`config.mk`:
```
export PLATFORM = sky130hd
export DESIGN_NAME = stack_unit
export DESIGN_NICKNAME = d
export VERILOG_FILES = /design/src/rtl/stack_pkg.sv /design/src/rtl/stack_regfile.sv /design/src/rtl/stack_unit.sv
export SDC_FILE = /design/constraint.sdc
export NUM_CORES = 1
export LEC_CHECK = 0
export CAP_MARGIN = 15
export CORE_UTILIZATION = 57
export DETAILED_ROUTE_END_ITERATION = 16
export MAX_ROUTING_LAYER = met4
export PLACE_DENSITY = 0.82
export SLEW_MARGIN = 25
export SYNTH_ARGS = -nofsm -noshare
export SYNTH_HDL_FRONTEND = slang
export SYNTH_SLANG_ARGS = --single-unit
```
`constraint.sdc`:
```
create_clock -name clk -period 2.6 [get_ports clk]
set_input_delay 0.39 -clock clk [delete_from_list [all_inputs] [get_ports clk]]
set_output_delay 0.39 -clock clk [all_outputs]
set_load 0.1 [all_outputs]
```
`src/rtl/stack_pkg.sv`:
```
// Shared types and constants for the operand stack and the control FSM that drives it.
package stack_pkg;

  localparam int STACK_WIDTH = 8;
  localparam int STACK_DEPTH = 8;

  localparam logic SRC_ALU = 1'b0;
  localparam logic SRC_MDR = 1'b1;

  typedef enum logic [1:0] {
    OP_IDLE,
    OP_PUSH,
    OP_POP,
    OP_REPLACE
  } stack_op_t;

  function automatic stack_op_t decode_op(input logic push, input logic pop);
    case ({push, pop})
      2'b10:   return OP_PUSH;
      2'b01:   return OP_POP;
      2'b11:   return OP_REPLACE;
      default: return OP_IDLE;
    endcase
  endfunction

endpackage

```
`src/rtl/stack_regfile.sv`:
```
// DEPTH x WIDTH register array: one synchronous write port, one combinational read port.
module stack_regfile #(
  parameter int WIDTH = 8,
  parameter int DEPTH = 8
) (
  input  logic                     clk,
  input  logic                     reset,
  input  logic                     we,
  input  logic [$clog2(DEPTH)-1:0] waddr,
  input  logic [WIDTH-1:0]         wdata,
  input  logic [$clog2(DEPTH)-1:0] raddr,
  output logic [WIDTH-1:0]         rdata
);

  logic [WIDTH-1:0] mem_q [DEPTH];
  logic [WIDTH-1:0] mem_d [DEPTH];

  // NOTE: always_comb starts from a full default copy so no entry can infer a latch.
  always_comb begin
    mem_d = mem_q;
    if (we) mem_d[waddr] = wdata;
  end

  // NOTE: the array is cleared on reset because a freshly reset stack must read back all-zero entries.
  always_ff @(posedge clk) begin
    if (reset) begin
      for (int i = 0; i < DEPTH; i++) mem_q[i] <= '0;
    end else begin
      mem_q <= mem_d;
    end
  end

  assign rdata = mem_q[raddr];

endmodule

```
`src/rtl/stack_unit.sv`:
```
// Operand stack: pointer, push/pop/replace decode and sticky error flags around stack_regfile.
module stack_unit
  import stack_pkg::*;
#(
  parameter int WIDTH = STACK_WIDTH,
  parameter int DEPTH = STACK_DEPTH
) (
  input  logic                   clk,
  input  logic                   reset,
  input  logic                   push,
  input  logic                   pop,
  input  logic                   stack_src,
  input  logic [WIDTH-1:0]       alu_result,
  input  logic [WIDTH-1:0]       mdr_data,
  input  logic                   err_clear,
  output logic [WIDTH-1:0]       tos,
  output logic [$clog2(DEPTH):0] count,
  output logic                   empty,
  output logic                   full,
  output logic                   overflow,
  output logic                   underflow
);

  localparam int PTR_W = $clog2(DEPTH);

  logic [PTR_W:0]   count_q, count_d;
  logic             overflow_q, overflow_d;
  logic             underflow_q, underflow_d;
  logic             we;
  logic [PTR_W-1:0] waddr;
  logic [PTR_W-1:0] sp;
  logic [PTR_W-1:0] top_addr;
  logic [WIDTH-1:0] wdata;
  logic [WIDTH-1:0] rdata;
  stack_op_t        op;

  // At count == DEPTH the low bits wrap to 0, so top_addr still lands on DEPTH-1.
  assign sp       = count_q[PTR_W-1:0];
  assign top_addr = sp - 1'b1;
  assign wdata    = (stack_src == SRC_MDR) ? mdr_data : alu_result;
  assign op       = decode_op(push, pop);
  assign empty    = (count_q == '0);
  assign full     = (count_q == (PTR_W+1)'(DEPTH));

  always_comb begin
    count_d     = count_q;
    overflow_d  = err_clear ? 1'b0 : overflow_q;
    underflow_d = err_clear ? 1'b0 : underflow_q;
    we          = 1'b0;
    waddr       = sp;
    case (op)
      OP_PUSH: begin
        if (full) begin
          overflow_d = 1'b1;
        end else begin
          we      = 1'b1;
          count_d = count_q + 1'b1;
        end
      end
      OP_POP: begin
        if (empty) underflow_d = 1'b1;
        else       count_d     = count_q - 1'b1;
      end
      OP_REPLACE: begin
        we = 1'b1;
        if (empty) begin
          // Replace on an empty stack degrades to a push into entry 0.
          underflow_d = 1'b1;
          count_d     = count_q + 1'b1;
        end else begin
          waddr = top_addr;
        end
      end
      default: ;
    endcase
  end

  // NOTE: sequential state uses non-blocking assignments so every flop samples pre-edge values.
  always_ff @(posedge clk) begin
    if (reset) begin
      count_q     <= '0;
      overflow_q  <= 1'b0;
      underflow_q <= 1'b0;
    end else begin
      count_q     <= count_d;
      overflow_q  <= overflow_d;
      underflow_q <= underflow_d;
    end
  end

  stack_regfile #(
    .WIDTH (WIDTH),
    .DEPTH (DEPTH)
  ) u_regfile (
    .clk   (clk),
    .reset (reset),
    .we    (we),
    .waddr (waddr),
    .wdata (wdata),
    .raddr (top_addr),
    .rdata (rdata)
  );

  assign tos       = empty ? '0 : rdata;
  assign count     = count_q;
  assign overflow  = overflow_q;
  assign underflow = underflow_q;

endmodule
```
==> flow_metrics.py <==
metrics = {
    "placed_design": {
        "finalWeightedCongestion": 0.8408,
        "hpwlAfterDp_mm": 5.348,
        "pre_cts_slack_ns": 0.2911,
        "portBuffers": 37,
    },
    "synth": {
        "avgSynthCellArea_um2": 10.34,
        "synth_cell_types": 40,
        "synth-seq-cells": 70,
        "async_flop_share": 0,
        "syn_area_mm2": 0.003702,
        "syn_nets": 382,
        "ys.flop_type": "dfxtp_1",
        "synth-seq-area-share": 0.3785,
        "synth_edf_count": 0,
        "syn_inst": 358,
        "ys_warn_count": 0,
    },
    "timing": {
        "fmax_mhz": 405.5,
        "relSlewSlack": 0.5848,
        "hold_violations": 0,
        "hold_slack_ns": 0.4733,
        "fin_crit_sh": 0.9484,
        "worst_slack_ns": 0.1342,
        "min_period_ns": 2.466,
        "setup_violations": 0,
        "worst_clock_skew_ns": 0.006987,
        "tightest_slew_ns": 0.6228,
        "slew_violations": 0,
        "rsz0062_at_grt": "false",
    },
    "min_path": {
        "min_path_cells": 2,
        "worstHoldPathType": "flop to flop",
    },
    "clocking": {
        "numCtsBuffers": 9,
        "path_clk_slew_ns": 0.07,
        "cts_tree": "built",
        "htreeDepth": 3,
        "cts.sinks": 70,
        "postCtsHoldBufs": 0,
        "clock_latency_ns": 0.35,
        "cts.path.max_buffers": 2,
        "clockRootBuffer": "clkbuf_8",
        "post_cts_buffers": 0,
    },
    "worst_setup_path": {
        "crit_path_end_kind": "primary output",
        "crit_arrival_ns": 2.08,
        "worst-path-max-fanout": 8,
        "cp.required_ns": 2.21,
        "path_class": "flop to primary output",
        "start_kind": "flop",
        "worst-r2r-cell-count": 7,
    },
    "routing": {
        "num_vias": 2701,
        "drt_iter0_drc": 103,
        "antenna_left": 0,
        "post_drt_wl_per_cell_um": 17.26,
        "routed_wirelength_mm": 8.028,
        "viasPerCell": 5.809,
        "first_pass_iters": 4,
        "remaining_drc_errors": 0,
    },
    "floorplanning": {
        "initial_core_util": 0.6073,
        "pin_count": 38,
        "die_h_um": 82.60,
        "num_rows": 28,
        "coreArea_mm2": 0.006096,
        "die_area_mm2": 0.006822,
        "die_x_um": 82.60,
    },
    "outcome": {
        "status": "finished, final reports clean",
    },
    "grt": {
        "grt_pass1_wl_mm": 13.32,
        "grt_max_degree": 50,
        "grt-ovfl-total": 0,
        "grt_util_all_layers": 0.2785,
        "grt_antenna_before_repair": 0,
        "grt_pass1_vias": 2704,
    },
    "pwr": {
        "ir_worst_vdd_uv": 1597,
        "p_leak_uw": 0.001937,
        "p_per_area_mw_per_mm2": 965.0,
    },
    "flow_run": {
        "drv_cap": 0,
    },
    "final_layout": {
        "drive_gt1_frac": 0.2308,
        "nets": 409,
        "areaGrowthSynthToFinish_pct": 21.39,
        "antenna_cells": 0,
    },
}
==> metal layers <==
| metal | GRT usage | vias up | share of wire |
|---|---|---|---|
| met4 | 0.1052 | 0 | 0.021 |
| li1 | - | 1290 | - |
| met2 | 0.4488 | 60 | 0.48 |
| met1 | 0.3423 | 1336 | 0.46 |
| met5 | - | - | 0 |
| met3 | 0.06154 | 15 | 0.037 |
==> sequential cells by signal, summed over array words and instances (netlist names) <==
name             cells
u_regfile.mem_q     64
count                4
overflow             1
underflow            1
==> critical path, stage by stage (launching register included) <==
cell and delay (ns):
dfxtp_4 0.39, inv_1 0.05, ha_2 0.35, buf_4 0.20
mux4_2 0.20, nand2_1 0.09, a21oi_4 0.24, buf_12 0.20
==> cells in the final DEF, fill, tap and decap left out, drive strengths merged, types with 11 or more instances in the layout <==
cell type	n
a21oi	11
buf	24
clkbuf	11
nor2b	11
nand2b	60
clkdlybuf4s50	20
o21ai	20
mux2i	67
mux4	16
nand2	28
dfxtp	70
==> Yosys cell counts (2+ instances only) <==
| cell type | instances | share of area |
|---|---|---|
| nand2_8 | 2 | 0.011 |
| mux2i_1 | 67 | 0.18 |
| or2_2 | 8 | 0.014 |
| nor2_1 | 8 | 0.0081 |
| a21oi_1 | 11 | 0.015 |
| mux4_2 | 16 | 0.097 |
| xor2_1 | 2 | 0.0047 |
| nand2b_1 | 60 | 0.10 |
| dfxtp_1 | 70 | 0.38 |
| nand2_1 | 22 | 0.022 |
| buf_6 | 2 | 0.0061 |
| nor2b_1 | 11 | 0.019 |
| o22ai_1 | 2 | 0.0034 |
| o21ai_1 | 2 | 0.0027 |
| buf_2 | 8 | 0.011 |
| nor3b_1 | 2 | 0.0041 |
| o21a_2 | 2 | 0.0047 |
| clkbuf_1 | 18 | 0.018 |
| nand2_4 | 4 | 0.012 |
| o21ai_0 | 16 | 0.022 |
| xnor2_1 | 4 | 0.0095 |
| ha_1 | 2 | 0.0068 |
| inv_1 | 2 | 0.0020 |
==> area by class of cell <==
cell class              instances  area [um^2]
clock buffers                  11        131.4
clock inverters                 5        75.07
fillers                       432         1602
inverters                       2        7.507
multi-input cells             258         2273
flip-flops and latches         70         1410
well taps                      75        93.84
repair buffers                 44        503.0
==> stage by stage <==
step | TNS [ns] | std cells | area [um^2] | power, uW | utilization
2_1_floorplan | -0.004532 | 358 | 3834 | 2957 | -
4_1_cts | 0 | 465 | 4492 | 4345 | 0.7369
3_3_place_gp | 0 | 449 | 4274 | 3342 | 0.7011
3_5_place_dp | 0 | 449 | 4274 | 3376 | 0.7011
5_1_grt | 0 | 465 | 4494 | 4532 | 0.7373
6_report | 0 | 465 | 4494 | 4337 | 0.7373
==> kinds of logic (layout without fill, tap and decap cells) <==
family | count (synthesis) | after routing | share of synthesized area
adders and majority gates | 2 | 2 | 0.006758
AOI/OAI and AO/OA | 39 | 39 | 0.06556
xor gates and xnor gates | 7 | 7 | 0.01859
DFF | 70 | 70 | 0.3785
muxes | 83 | 83 | 0.2785
buffers and inverters | 30 | 62 | 0.03717
and+or+nand+nor | 127 | 127 | 0.2149
==> what timing repair did <==
| item | CTS | global route |
|---|---|---|
| resized for setup | 1 | 1 |
| endpoints found under the setup margin | 1 | 9 |
| cloned | 0 | 0 |
==> worst paths after layout <==
path	startpoint	to	slack [ns]
hold reg to reg	u_regfile.mem_q[0]	u_regfile.mem_q[0]	0.47
hold / removal	u_regfile.mem_q[0]	u_regfile.mem_q[0]	0.47
setup / recovery	count[1]	tos[1]	0.13
setup reg to reg	count[0]	u_regfile.mem_q[60]	0.47
==> power by group <==
part / total (uW) / switching (uW) / internal, uW
sequential: 1330 / 112 / 1220
combinational: 2060 / 1300 / 763
clock: 939 / 403 / 536
total: 4340 / 1820 / 2520
No activity file was read; power rests on OpenSTA's default activity.
